<file path="src/rtl/alu_pkg.sv">
`default_nettype none
// ============================================================================
//  Module      : alu_pkg
//  Description : Shared types and constants for the ALU operand sequencer:
//                FSM state encoding, opcode flag bit positions and the
//                wait-counter width.
//  Revision    : 1.0 - initial release
// ============================================================================
package alu_pkg;

   // Sequencer FSM states
   typedef enum logic [2:0] {
      S_GET_OP = 3'd0,
      S_GET_A  = 3'd1,
      S_GET_B  = 3'd2,
      S_ISSUE  = 3'd3,
      S_WAIT   = 3'd4,
      S_RESP   = 3'd5
   } seq_state_e;

   // Opcode bit that marks a unary operation (no operand B byte follows)
   localparam int OPC_UNARY_BIT = 6;
   // Opcode bit that requests a carry-in
   localparam int OPC_CARRY_BIT = 7;

   // Wait counter width; covers ALU latencies 1..15
   localparam int CNT_W = 4;

endpackage : alu_pkg
`default_nettype wire

</file>
<file path="src/rtl/alu_seq_wait_cnt.sv">
`default_nettype none
// ============================================================================
//  Module      : alu_seq_wait_cnt
//  Description : Loadable down-counter with a zero flag. Times the ALU
//                latency while the sequencer sits in WAIT. Saturates at 0.
//  Revision    : 1.0 - initial release
// ============================================================================
module alu_seq_wait_cnt #(
   parameter int CNT_W = 4
) (
   input  logic             clk,
   input  logic             rst_n,
   input  logic             load_i,
   input  logic [CNT_W-1:0] load_val_i,
   input  logic             dec_i,
   output logic             zero_o
);

   logic [CNT_W-1:0] count_q;
   logic [CNT_W-1:0] count_d;

   // Next count: load has priority over decrement; never wraps below zero
   always_comb begin
      count_d = count_q;
      if (load_i) begin
         count_d = load_val_i;
      end else if (dec_i && (count_q != '0)) begin
         count_d = count_q - 1'b1;
      end
   end

   // Count register
   always_ff @(posedge clk or negedge rst_n) begin
      if (!rst_n) begin
         count_q <= '0;
      end else begin
         count_q <= count_d;
      end
   end

   assign zero_o = (count_q == '0);

endmodule : alu_seq_wait_cnt
`default_nettype wire

</file>
<file path="src/rtl/alu_operand_sequencer.sv">
`default_nettype none
// ============================================================================
//  Module      : alu_operand_sequencer
//  Description : Front end of the ALU datapath. Assembles opcode / operand A
//                / optional operand B from a byte stream, issues the frame
//                with a one-cycle load strobe, waits ALU_LATENCY cycles and
//                returns the captured result and carry-out.
//                Optional feature macro: ALU_SEQ_CARRY_CHAIN_EN - keeps the
//                last carry-out and feeds it back as carry-in for opcodes
//                with the carry bit set (multi-byte add/sub chains).
//  Revision    : 1.0 - initial release
// ============================================================================
module alu_operand_sequencer #(
   parameter int DATA_W      = 8,
   parameter int ALU_LATENCY = 2
) (
   input  logic              clk,
   input  logic              rst_n,
   // Inbound byte stream
   input  logic [DATA_W-1:0] in_data,
   input  logic              in_valid,
   output logic              in_ready,
   // ALU core interface
   output logic [DATA_W-1:0] alu_opcode,
   output logic [DATA_W-1:0] alu_a,
   output logic [DATA_W-1:0] alu_b,
   output logic              alu_cin,
   output logic              alu_load,
   input  logic [DATA_W-1:0] alu_result,
   input  logic              alu_cout,
   // Result stream
   output logic [DATA_W-1:0] res_data,
   output logic              res_cout,
   output logic              res_valid,
   input  logic              res_ready
);

   import alu_pkg::*;

   // Counter preload: the WAIT cycle that sees zero is the capture cycle
   localparam logic [CNT_W-1:0] LAT_LOAD = CNT_W'(ALU_LATENCY - 1);

   seq_state_e        state_q;
   logic              in_ready_q;
   logic              alu_load_q;
   logic              res_valid_q;
   logic [DATA_W-1:0] opcode_q;
   logic [DATA_W-1:0] a_q;
   logic [DATA_W-1:0] b_q;
   logic [DATA_W-1:0] res_data_q;
   logic              res_cout_q;

   logic              w_xfer;
   logic              w_cnt_load;
   logic              w_cnt_dec;
   logic              w_cnt_zero;
   logic              w_capture;

   assign w_xfer     = in_valid && in_ready_q;
   assign w_cnt_load = (state_q == S_ISSUE);
   assign w_cnt_dec  = (state_q == S_WAIT);
   assign w_capture  = (state_q == S_WAIT) && w_cnt_zero;

   alu_seq_wait_cnt #(
      .CNT_W      (CNT_W)
   ) u_wait_cnt (
      .clk        (clk),
      .rst_n      (rst_n),
      .load_i     (w_cnt_load),
      .load_val_i (LAT_LOAD),
      .dec_i      (w_cnt_dec),
      .zero_o     (w_cnt_zero)
   );

   // Frame sequencing FSM with registered handshake/strobe outputs
   always_ff @(posedge clk or negedge rst_n) begin
      if (!rst_n) begin
         state_q     <= S_GET_OP;
         in_ready_q  <= 1'b1;
         alu_load_q  <= 1'b0;
         res_valid_q <= 1'b0;
         opcode_q    <= '0;
         a_q         <= '0;
         b_q         <= '0;
         res_data_q  <= '0;
         res_cout_q  <= 1'b0;
      end else begin
         alu_load_q <= 1'b0;
         case (state_q)
            S_GET_OP: begin
               if (w_xfer) begin
                  opcode_q <= in_data;
                  state_q  <= S_GET_A;
               end
            end
            S_GET_A: begin
               if (w_xfer) begin
                  a_q <= in_data;
                  if (opcode_q[OPC_UNARY_BIT]) begin
                     b_q        <= '0;
                     state_q    <= S_ISSUE;
                     in_ready_q <= 1'b0;
                     alu_load_q <= 1'b1;
                  end else begin
                     state_q <= S_GET_B;
                  end
               end
            end
            S_GET_B: begin
               if (w_xfer) begin
                  b_q        <= in_data;
                  state_q    <= S_ISSUE;
                  in_ready_q <= 1'b0;
                  alu_load_q <= 1'b1;
               end
            end
            S_ISSUE: begin
               state_q <= S_WAIT;
            end
            S_WAIT: begin
               if (w_cnt_zero) begin
                  res_data_q  <= alu_result;
                  res_cout_q  <= alu_cout;
                  res_valid_q <= 1'b1;
                  state_q     <= S_RESP;
               end
            end
            S_RESP: begin
               if (res_ready) begin
                  res_valid_q <= 1'b0;
                  in_ready_q  <= 1'b1;
                  state_q     <= S_GET_OP;
               end
            end
            default: begin
               state_q     <= S_GET_OP;
               in_ready_q  <= 1'b1;
               res_valid_q <= 1'b0;
            end
         endcase
      end
   end

`ifdef ALU_SEQ_CARRY_CHAIN_EN
   logic carry_q;

   // Chain carry: remember the carry-out of every captured result
   always_ff @(posedge clk or negedge rst_n) begin
      if (!rst_n) begin
         carry_q <= 1'b0;
      end else if (w_capture) begin
         carry_q <= alu_cout;
      end
   end

   assign alu_cin = opcode_q[OPC_CARRY_BIT] & carry_q;
`else
   assign alu_cin = opcode_q[OPC_CARRY_BIT];
`endif

   assign in_ready   = in_ready_q;
   assign alu_opcode = opcode_q;
   assign alu_a      = a_q;
   assign alu_b      = b_q;
   assign alu_load   = alu_load_q;
   assign res_data   = res_data_q;
   assign res_cout   = res_cout_q;
   assign res_valid  = res_valid_q;

endmodule : alu_operand_sequencer
`default_nettype wire

</file>
<file path="config.mk">
export PLATFORM = sky130hd
export DESIGN_NAME = alu_operand_sequencer
export DESIGN_NICKNAME = d
export VERILOG_FILES = /design/src/rtl/alu_pkg.sv /design/src/rtl/alu_seq_wait_cnt.sv /design/src/rtl/alu_operand_sequencer.sv
export SDC_FILE = /design/constraint.sdc
export NUM_CORES = 1
export LEC_CHECK = 0
export CORE_MARGIN = 1.5
export CORE_UTILIZATION = 46
export DETAILED_ROUTE_END_ITERATION = 7
export PLACE_DENSITY_LB_ADDON = 0.08
export SLEW_MARGIN = 5
export SYNTH_ARGS = -nofsm -noshare
export SYNTH_HDL_FRONTEND = slang
export SYNTH_SLANG_ARGS = --single-unit
export TNS_END_PERCENT = 100
</file>
<file path="constraint.sdc">
create_clock -name clk -period 1.9 [get_ports clk]
set_input_delay 0.285 -clock clk [delete_from_list [all_inputs] [get_ports clk]]
set_output_delay 0.285 -clock clk [all_outputs]
set_load 0.05 [all_outputs]
</file>
==> results of run 1 <==
-- flip-flops by register name, summed over array words and instances, names as in the netlist --
signal / cells
alu_a: 8
alu_b: 8
alu_opcode: 8
res_data: 8
u_wait_cnt.count_q: 4
state_q: 3
alu_load: 1
in_ready: 1
res_cout: 1
res_valid: 1
-- worst max-delay path by stage --
stage	start	endpoint	slack [ns]	depth (start not counted)
2_1_floorplan	in_ready	alu_a[0]	0.22	3
3_3_place_gp	in_valid	alu_a[2]	0.13	5
3_5_place_dp	in_valid	alu_a[3]	0.08	5
4_1_cts	alu_opcode[7]	alu_cin	0.09	1
5_1_grt	u_wait_cnt.count_q[0]	res_data[3]	0.05	5
6_report	alu_opcode[6]	alu_opcode[6]	0.10	1
-- layout make-up --
cell class,instances,area share [%]
clock buffers,6,3.212
clock inverters,2,1.363
inverters,4,0.5839
multi-input cells,94,27.15
flip-flops and latches,43,41.90
well taps,48,2.336
repair buffers,62,23.45
-- layer usage --
| layer | routed length [um] | global-route usage, % | part of all wire [%] | vias to the layer above |
|---|---|---|---|---|
| met5 | 0 | 0 | 0 | - |
| met4 | 78 | 9.949 | 2.0 | 0 |
| met3 | 203 | 6.814 | 5.2 | 6 |
| met2 | 1970 | 32.88 | 51 | 34 |
| met1 | 1646 | 24.69 | 42 | 667 |
| li1 | - | - | - | 624 |
-- what timing repair did --
action,in CTS,in global routing
endpoints found under the hold margin,21,0
setup buffers,0,0
gates resized for setup,0,0
hold buffers,1,0
-- layout by cell type, fill, tap and decap left out, types with 2 or more instances in the layout --
cell | netlist | final
nand2_1 | 19 | 19
mux2_2 | 25 | 25
nor2_1 | 9 | 9
buf_4 | 1 | 5
ha_1 | 2 | 2
nand2b_1 | 2 | 2
clkbuf_8 | 0 | 6
clkdlybuf4s50_1 | 0 | 55
inv_1 | 4 | 4
a21oi_1 | 7 | 7
a21o_1 | 2 | 2
dfrtp_1 | 42 | 42
nand3b_1 | 2 | 2
o21ai_0 | 8 | 8
-- cells by family after synthesis --
kind of cell,share of synthesized area [%]
buf+inv,3.206
simple gates,14.39
mux,15.35
fa+ha+maj,1.364
xor+xnor,0.9552
compound gates,6.002
flops,58.73
-- where the power goes --
part | leakage, nW | internal [W] | switching, W
sequential | 0.566 | 0.000924 | 0.00000490
combinational | 0.588 | 0.0000620 | 0.0000729
clock | 0.0612 | 0.000425 | 0.000310
total | 1.21 | 0.00141 | 0.000388
-- per-stage QoR --
| stage | total power (W) | utilization (%) | hold slack (ns) | std cells |
|---|---|---|---|---|
| after floorplan | 0.0009935 | - | -0.01059 | 147 |
| after global placement | 0.001079 | 65.27 | 0.2697 | 250 |
| after detailed placement | 0.001082 | 65.27 | 0.2838 | 250 |
| after CTS | 0.001816 | 68.68 | 0.4918 | 259 |
| after global routing | 0.001871 | 68.68 | 0.5196 | 259 |
| final | 0.001799 | 68.68 | 0.4813 | 259 |
==> run_results.csv, run 1 <==
group,metric,value,unit
placement,port_buffers,57,
worst_setup_path,crit_fanout,4,
clock_tree,cts.sinks,43,
timing,final-max-slew-violation-count,0,
clock_tree,insertion_delay,0.30,ns
synth,syn_area_per_cell,12.48,sq um
clock_tree,cts_root_buf,"clkbuf_8",
timing,rsz0062_at_grt,"no",
worst_setup_path,critPathArrivalTime,1.51,ns
synth,synthFlopType,"dfrtp_1",
clock_tree,cts_buffers,5,
synth,post-synth-top-count-cell,"dfrtp_1",
timing,worst_slew_pin_slew,0.5149,ns
timing,finalHoldViolations,0,
status,status,"finished clean",
finish,nNetsFinal,233,
finish,diodes,0,
clock_tree,clock_path_buffers,2,
timing,fmax,556.0,MHz
worst_setup_path,crit_family,"buffers and inverters",
synth,ys_seq_area_share,58.73,%
finish,multi_input_area,698.2,sq um
worst_setup_path,path_cells,"clkdlybuf4s50_1",
finish,drive_above_1_share,22.27,%
detailed_routing,drt-total-wl,3.899,mm
power,powerDensity,699.6,nW/um^2
flow_run,maxCapViolCount,0,
placement,placed_area,2444,sq um
placement,gp_congestion,0.7788,
global_route,antenna_found_initial,0,
min_path,holdCritPathClass,"primary input to async pin",
synth,synth_cell_types,34,
worst_setup_path,r2r_slack,0.18,ns
timing,setup_viol,0,
detailed_routing,avgViaCountPerCell,5.139,
synth,yosysTopAreaCell,"dfrtp_1",
timing,setup_tns,0,ns
synth,ys_async_sr_fraction,100.0,%
worst_setup_path,crit_slowest_cell,"clkdlybuf4s50_1",
floorplan,initial_utilization,49.00,%
synth,syn_area,1834,sq um
floorplan,coreArea,3744,sq um
global_route,track_usage,20.50,%
finish,syn_to_final_growth,40.18,%
finish,n_fill_cell,292,
finish,fin_area,2571,sq um
detailed_routing,drc,0,
synth,synthCells,147,
detailed_routing,dr.pass1.iters,5,
power,ir_drop,491.8,uV
worst_setup_path,critPathKind,"flip-flop to output pin",
synth,yosys-top-cells-count,"42 x dfrtp_1, 25 x mux2_2, 19 x nand2_1",
detailed_routing,ant_nets,0,
global_route,grt_pass1_wl,6.417,mm
synth,synth_edf_count,0,
worst_setup_path,path_buf_inv,1,
worst_setup_path,r2r_start,"u_wait_cnt.count_q[0]",
worst_setup_path,crit_path_end_kind,"output pin",
timing,setup_slack,0.1015,ns
synth,ys_warn_count,0,
power,leakage,1.215,nW
placement,dpl.hpwl,2.837,mm
floorplan,io_pins,58,
floorplan,fp.dieW,66.15,um
global_route,grt.overflow.total,0,
worst_setup_path,cp.required,1.62,ns
timing,skew,0.007781,ns
finish,regArea,1077,sq um
detailed_routing,via_count,1331,
synth,synth_area_leaders,"dfrtp_1 57%, mux2_2 15%, nand2_1 3.9%",
worst_setup_path,start_kind,"flip-flop",
synth,yosys_register_bits,43,
floorplan,fp.dieH,66.15,um
clock_tree,cts.clk_slew.worst_paths,0.08,ns
global_route,grt_pass1_vias,1369,
worst_setup_path,slowest_delay,0.82,ns
floorplan,die_area,4375,sq um
global_route,grt_max_degree,24,
clock_tree,htreeDepth,2,
timing,slew_headroom,65.56,%
worst_setup_path,rr_worst_depth,5,
detailed_routing,drtIter0Drc,87,
worst_setup_path,worstReg2RegEnd,"res_data[5]",
clock_tree,cts_tree,"built",
synth,syn_nets,170,
placement,dp_slack,0.07607,ns
timing,period_minus_slack,1.799,ns
detailed_routing,wl_per_cell,15.05,um
floorplan,rows,22,
timing,fin_crit_sh,94.66,%
synth,synth_top_area_share,57.30,%
Note: power is estimated with default switching activity, not from simulation.
==> run 2, diff against run 1 <==
--- a/config.mk
+++ b/config.mk
@@ -6,11 +6,11 @@
 export NUM_CORES = 1
 export LEC_CHECK = 0
 export CORE_MARGIN = 1.5
-export CORE_UTILIZATION = 46
+export CORE_UTILIZATION = 41
 export DETAILED_ROUTE_END_ITERATION = 7
 export PLACE_DENSITY_LB_ADDON = 0.08
 export SLEW_MARGIN = 5
 export SYNTH_ARGS = -nofsm -noshare
 export SYNTH_HDL_FRONTEND = slang
 export SYNTH_SLANG_ARGS = --single-unit
-export TNS_END_PERCENT = 100
+export TNS_END_PERCENT = 30
==> constraint.sdc (replaced) <==
create_clock -name clk -period 1.5 [get_ports clk]
set_input_delay 0.225 -clock clk [delete_from_list [all_inputs] [get_ports clk]]
set_output_delay 0.225 -clock clk [all_outputs]
set_load 0.05 [all_outputs]
==> run 2 against run 1 <==
The flow now finishes with violations (negative setup slack). Register-to-register slack worse by 0.24 ns. Utilization down 5.5 points. Design area rose by 6.2%. Count of clock-buffer cells in the layout increased by 1. Combinational power up 28%. Sequential power rose by 27%. First-iteration DRC count fell by 4.6%. Critical endpoint is now alu_a[3].
==> run_results.csv, run 2 (same netlist as run 1, synthesis figures left out) <==
group,metric,value,unit
power,comb_power_share,8.4,%
worst_setup_path,worstReg2RegEnd,"alu_a[3]",
detailed_routing,wl_per_cell,15.30,um
floorplan,coreArea,4324,sq um
detailed_routing,drt-total-wl,4.284,mm
worst_setup_path,path_cells,"nand3b_4 > nor3b_4 > buf_12 > mux2_2",
worst_setup_path,crit_family,"flip-flops",
placement,dpl.hpwl,3.004,mm
finish,fin_area,2731,sq um
timing,final-max-slew-violation-count,0,
worst_setup_path,slowest_delay,0.64,ns
power,p_total,0.002056,W
placement,port_buffers,57,
worst_setup_path,rr_worst_depth,4,
finish,final_common_cell,"buf_4",
timing,setup_viol,8,
worst_setup_path,start_kind,"flip-flop",
worst_setup_path,critPathArrivalTime,1.74,ns
finish,nNetsFinal,250,
worst_setup_path,path_buf_inv,1,
timing,slew_headroom,71.50,%
power,powerDensity,752.6,nW/um^2
worst_setup_path,critPathKind,"flip-flop to flip-flop",
timing,fin_crit_sh,104.0,%
detailed_routing,ant_nets,0,
clock_tree,clock_path_buffers,2,
floorplan,die_area,4884,sq um
power,pwr-share-seq,57.2,%
global_route,track_usage,18.15,%
global_route,grt_max_degree,44,
timing,setup_slack,-0.06018,ns
power,leakage,1.370,nW
detailed_routing,dr.pass1.iters,4,
power,ir_drop,446.8,uV
finish,syn_to_final_growth,48.91,%
global_route,grt_busiest_layer,"met2",
power,sw_frac_of_total,23.25,%
worst_setup_path,crit_fanout,8,
clock_tree,cts_tree,"built",
worst_setup_path,crit_path_end_kind,"flip-flop",
timing,finalHoldViolations,0,
status,violations,"negative setup slack",
detailed_routing,drtIter0Drc,83,
placement,gp_congestion,0.8277,
status,status,"complete, but fails checks",
timing,period_minus_slack,1.560,ns
worst_setup_path,r2r_start,"in_ready",
detailed_routing,drc,0,
worst_setup_path,crit_slowest_cell,"dfstp_4",
finish,diodes,0,
finish,drive_above_1_share,46.05,%
floorplan,initial_utilization,42.42,%
detailed_routing,avgViaCountPerCell,4.982,
timing,rsz0062_at_grt,"yes",
floorplan,fp.dieW,69.89,um
power,p_sw,0.0004779,W
clock_tree,cts_root_buf,"clkbuf_8",
floorplan,rows,24,
power,p_int,0.001578,W
clock_tree,cts.clk_slew.worst_paths,0.08,ns
clock_tree,insertion_delay,0.29,ns
global_route,grt_pass1_wl,6.948,mm
placement,placed_area,2537,sq um
global_route,grtUsageMet3,4.618,%
floorplan,io_pins,58,
placement,dp_slack,-0.2108,ns
timing,fmax,641.0,MHz
global_route,use_met1,24.67,%
floorplan,fp.dieH,69.89,um
flow_run,maxCapViolCount,0,
timing,skew,0.005583,ns
min_path,holdCritPathClass,"primary input to async pin",
detailed_routing,via_count,1395,
timing,worst_slew_pin_slew,0.4266,ns
global_route,grt.overflow.total,0,
worst_setup_path,cp.required,1.68,ns
finish,layout_common_cells,"51 x buf_4, 42 x dfrtp_1, 22 x mux2_2",
global_route,use_met2,29.31,%
worst_setup_path,r2r_slack,-0.06,ns
clock_tree,cts_buffers,5,
power,clkPwrFrac,34.3,%
global_route,antenna_found_initial,0,
clock_tree,htreeDepth,2,
clock_tree,cts.sinks,43,
global_route,grt_pass1_vias,1439,
## run 2: cell count changes in the layout (fill, tap and decap cells not counted), moves of 3 or more
cell	change
mux2_4	+3
buf_4	+46
mux2_2	-3
buf_12	+5
clkdlybuf4s50_1	-36
## run 2: per-layer routing
metal | vias to the layer above | routed length [um]
li1 | 664 | -
met1 | 686 | 1907
met2 | 39 | 2146
met3 | 6 | 189
met4 | 0 | 41
met5 | - | 0
## run 2: worst register-to-register path: stages, from the launching register on
cell and delay (ns):
dfstp_4 0.64, nand3b_4 0.10, nor3b_4 0.22, buf_12 0.15, mux2_2 0.33
## run 2: how the worst max path moves through the flow
stage                         from       end  slack, ns  cells after the start
after detailed placement  in_valid  alu_a[3]      -0.21                      5
after global placement    in_valid  alu_a[3]      -0.17                      5
final                     in_ready  alu_a[3]      -0.06                      4
after global routing      in_ready  alu_a[7]       -0.1                      4
after CTS                 in_ready  alu_a[3]      -0.06                      4
after floorplan           in_ready  alu_a[0]      -0.15                      3
## run 2: power by group through the flow
stage	Combinational, W	Sequential, W	Clock [W]
global placement	0.000170	0.00120	0
floorplan	0.0000147	0.00124	0
global route	0.000186	0.00118	0.000784
CTS	0.000176	0.00118	0.000724
finish	0.000173	0.00118	0.000706
detailed placement	0.000173	0.00120	0
## run 2: cell type report
type,count,area (sq um)
clock buffers,7,76.32
clock inverters,1,5.005
fillers,363,1593
inverters,4,15.01
multi-input cells,95,789.5
flip-flops and latches,43,1081
well taps,52,65.06
repair buffers,78,699.4
## run 2: through the flow
stage	hold slack, ns	std cells	util, %	TNS, ns
6_report	0.4260	280	63.17	-0.3910
5_1_grt	0.4572	280	63.17	-0.8281
4_1_cts	0.4408	278	61.37	-0.4834
3_5_place_dp	0.2173	269	58.68	-4.304
3_3_place_gp	0.2133	269	58.68	-3.276
2_1_floorplan	-0.07059	147	-	-1.332
## run 2: timing repair
item                                    4_1_cts  5_1_grt
setup buffers                                 0        1
endpoints found under the hold margin        42        0
hold buffers                                  1        0
pin swaps                                     2        3
gates resized for setup                       5       14
gates cloned                                  0        1
endpoints found under the setup margin       19       39
==> run 3, diff against run 2 <==
--- a/config.mk
+++ b/config.mk
@@ -9,6 +9,7 @@
 export CORE_UTILIZATION = 41
 export DETAILED_ROUTE_END_ITERATION = 7
 export PLACE_DENSITY_LB_ADDON = 0.08
+export SKIP_CTS_REPAIR_TIMING = 1
 export SLEW_MARGIN = 5
 export SYNTH_ARGS = -nofsm -noshare
 export SYNTH_HDL_FRONTEND = slang
==> run 3 against run 2 <==
The flow still finishes with violations (negative setup slack). Non-clock buffer count fell by 1. Sequential share of layout area rose by 0.46 points. Clock power barely moved. Largest cell class unchanged.
==> run_results.csv, run 3 (same netlist as run 1, synthesis figures left out) <==
group,metric,value,unit
detailed_routing,wl_per_cell,15.03,um
finish,drive_above_1_share,44.25,%
floorplan,initial_utilization,42.42,%
clock_tree,cts_buffers,5,
clock_tree,cts.clk_slew.worst_paths,0.08,ns
timing,fin_crit_sh,104.5,%
floorplan,coreArea,4324,sq um
placement,dpl.hpwl,3.004,mm
worst_setup_path,crit_fanout,8,
finish,layout_common_cells,"51 x buf_4, 42 x dfrtp_1, 19 x nand2_1, 19 x clkdlybuf4s50_1, 17 x mux2_2",
power,ir_drop,447.5,uV
global_route,grt_pass1_wl,6.831,mm
power,powerDensity,759.9,nW/um^2
finish,final_cell_count_no_fill,278,
clock_tree,cts.sinks,43,
placement,placed_cells,269,
power,leakage,1.365,nW
detailed_routing,via_count,1371,
global_route,grt.overflow.total,0,
timing,setup_slack,-0.06741,ns
placement,port_buffers,57,
placement,gp_congestion,0.8277,
timing,setup_tns,-0.4564,ns
global_route,track_usage,17.79,%
status,status,"complete, but fails checks",
placement,placed_area,2537,sq um
finish,nNetsFinal,248,
finish,diodes,0,
timing,setup_viol,9,
clock_tree,cts_tree,"built",
finish,n_fill_cell,362,
finish,syn_to_final_growth,47.20,%
timing,slew_headroom,67.33,%
floorplan,fp.dieW,69.89,um
min_path,holdCritPathClass,"primary input to async pin",
global_route,antenna_found_initial,0,
worst_setup_path,critPathArrivalTime,1.74,ns
detailed_routing,drc,0,
clock_tree,htreeDepth,2,
worst_setup_path,critPathKind,"flip-flop to flip-flop",
detailed_routing,drt-total-wl,4.179,mm
flow_run,maxCapViolCount,0,
timing,rsz0062_at_grt,"yes",
timing,fmax,638.0,MHz
clock_tree,clock_path_buffers,2,
timing,final-max-slew-violation-count,0,
detailed_routing,drtIter0Drc,84,
timing,period_minus_slack,1.567,ns
detailed_routing,avgViaCountPerCell,4.932,
floorplan,die_area,4884,sq um
finish,fin_area,2700,sq um
status,violations,"negative setup slack",
floorplan,fp.dieH,69.89,um
timing,worst_slew_pin_slew,0.4901,ns
timing,finalHoldViolations,0,
detailed_routing,ant_nets,0,
worst_setup_path,crit_path_end_kind,"flip-flop",
floorplan,rows,24,
finish,final_util,62.44,%
worst_setup_path,start_kind,"flip-flop",
detailed_routing,dr.pass1.iters,4,
floorplan,io_pins,58,
finish,final_common_cell,"buf_4",
global_route,grt_max_degree,44,
clock_tree,insertion_delay,0.29,ns
timing,skew,0.004738,ns
global_route,grt_pass1_vias,1415,
clock_tree,cts_root_buf,"clkbuf_8",
worst_setup_path,cp.required,1.67,ns
placement,dp_slack,-0.2108,ns
==> run 3: changes by cell type in the layout (fill, tap and decap cells not counted), sizes merged <==
cell	before	now
buf	58	57
nand3	3	2
==> run 3: final timing paths <==
| path | startpoint | slack (ns) | cells past startpoint | endpoint |
|---|---|---|---|---|
| hold / removal | rst_n | 0.43 | 3 | alu_opcode[5] |
| setup / recovery | in_ready | -0.07 | 4 | alu_a[5] |
| max in group asynchronous | rst_n | 0.82 | 3 | in_ready |
| min in group clk | alu_b[0] | 0.50 | 2 | alu_b[0] |
| hold reg to reg | alu_b[0] | 0.50 | 2 | alu_b[0] |
| setup reg to reg | in_ready | -0.07 | 4 | alu_a[5] |
==> run 3: worst max-delay path, cell delays in order, from the launching register on <==
cell	delay (ns)
dfstp_4	0.64
nand3b_4	0.10
nor3b_4	0.25
buf_12	0.17
mux2_4	0.30
==> run 3: layer usage <==
| layer | GRT usage [%] | part of all wire [%] |
|---|---|---|
| met1 | 24.74 | 45 |
| met2 | 28.36 | 51 |
| met3 | 4.618 | 4.4 |
| met4 | 3.846 | 0.17 |
| met5 | 0 | 0 |
==> run 3: power by group <==
part	leakage, nW	total [W]	internal, W	switching, W
logic	0.756	0.000172	0.0000796	0.0000928
clock network	0.0422	0.000703	0.000327	0.000376
registers	0.567	0.00118	0.00117	0.00000628
total	1.36	0.00205	0.00158	0.000475
==> run 3: layout make-up <==
class / instances / area (sq um) / area share, %
repair buffers: 77 / 688.2 / 25.49
inverters: 4 / 15.01 / 0.5561
flip-flops and latches: 43 / 1081 / 40.04
clock inverters: 1 / 5.005 / 0.1854
well taps: 52 / 65.06 / 2.410
multi-input cells: 94 / 769.5 / 28.50
clock buffers: 7 / 76.32 / 2.827
==> run 3: through the flow <==
stage	power, W	hold WS, ns
6_report	0.002052	0.4297
4_1_cts	0.002074	-0.09541
3_5_place_dp	0.001372	0.2173
5_1_grt	0.002148	0.4572
2_1_floorplan	0.001258	-0.07059
3_3_place_gp	0.001368	0.2133
==> RTL edit, RTL diff (flow settings as in run 1) <==
Change the parameter `DATA_W` from 8 to 10.
--- a/src/rtl/alu_operand_sequencer.sv
+++ b/src/rtl/alu_operand_sequencer.sv
@@ -11,7 +11,7 @@
 //  Revision    : 1.0 - initial release
 // ============================================================================
 module alu_operand_sequencer #(
-   parameter int DATA_W      = 8,
+   parameter int DATA_W      = 10,
    parameter int ALU_LATENCY = 2
 ) (
    input  logic              clk,
Interface: changed (6 resized); port bits go from 58 to 70. The function was not compared with the original's and may differ.
==> RTL edit against run 1 <==
The run now ends with negative setup slack left; worst setup slack got worse by 0.23 ns; die area rose by 20%; wire length rose by 28%; utilization fell by 0.90 points; area after synthesis rose by 21%; cell area rose by 23%; first-iteration DRC count fell by 57%; via count rose by 24%; sequential cell count rose by 8; largest cell class unchanged.
Power is not compared: it rests on default switching activity, and its combinational part moved more than twofold at a synthesized area within 25%.
==> RTL edit: results (changes against run 1) <==
met1 usage=26.2% (+1.5 points); FILL cells=340 (+16%); first-iteration detailed-routing DRC count=37 (-57%); arrival time worst endpoint=2.21 ns (+0.70 ns); Worst Setup Slack, final=-0.125 ns (-0.227 ns); Overall Global Routing Usage=20.6% (+0.085 points); Inverters=3 (-1); Post-Syn Nets=196 (+15%); met3 wire length=297 um (+46%); Final nets=275 (+18%); Worst Path Max Fanout=6 (+2); setup TNS=-1.13 ns (-1.13 ns); status=finished with violations; clock skew=0.00283 ns (-0.00495 ns); Critical Path End=res_data[7]$_DFFE_PN0P_; Placed Area=3000 sq um (+23%); vias in the first global route=1714 (+25%); area of the multi-input gates=887 sq um (+27%); Hold WS=0.480 ns (-0.00105 ns); met3 Use GR=6.25% (-0.56 points); total area of sequential cells=1280 sq um (+19%); adder-cell share of the synthesized area=1.13% (-0.23 points); number of non-clock buffers=84 (+35%); Initial DRT Pass Iterations=4 (-1); crit path launch=u_wait_cnt.count_q[0]$_DFFE_PN0P_; share of cell area taken by multi-input logic gates=28.1% (+0.93 points); sequential-to-total area share from yosys stat=57.8% (-0.95 points); Post-synth top cells=50 x dfrtp_1, 23 x mux2_2, 13 x a21oi_1; met2 Resource Use GR=34.3% (+1.4 points); Placed Cells=290 (+16%); final setup fails=11 (+11); Detail Route met2 WL=2.41 mm (+23%); failing checks=negative setup slack; WL per Instance=16.6 um (+10%); gpl congestion=0.803 (+3.1%); top post-synthesis cells by area=dfrtp_1 57%, mux2_2 12%, mux2_4 6.1%
==> RTL edit: repair_timing <==
| item | CTS | global route |
|---|---|---|
| cloned | 1 | 0 |
| endpoints found under the hold margin | 20 | 0 |
| gates resized for setup | 4 | 1 |
| setup endpoints to repair | 12 | 12 |
| hold buffers | 1 | 0 |
| pin swaps | 2 | 1 |
| buffers inserted | 2 | 1 |
==> RTL edit: critical path: cells and delay by family, from the launching register on <==
kind | cells | cell delay, ns
and+or+nand+nor | 2 | 0.97
adders and majority gates | 1 | 0.13
muxes | 1 | 0.33
DFF | 1 | 0.40
buffers and inverters | 1 | 0.09
==> RTL edit: cells by family after synthesis <==
| family | count (synthesis) |
|---|---|
| flip-flops | 51 |
| AO/OA/AOI/OAI | 40 |
| multiplexers | 35 |
| AND/OR/NAND/NOR | 25 |
| buffers and inverters | 16 |
| adder cells (fa/ha/maj) | 2 |
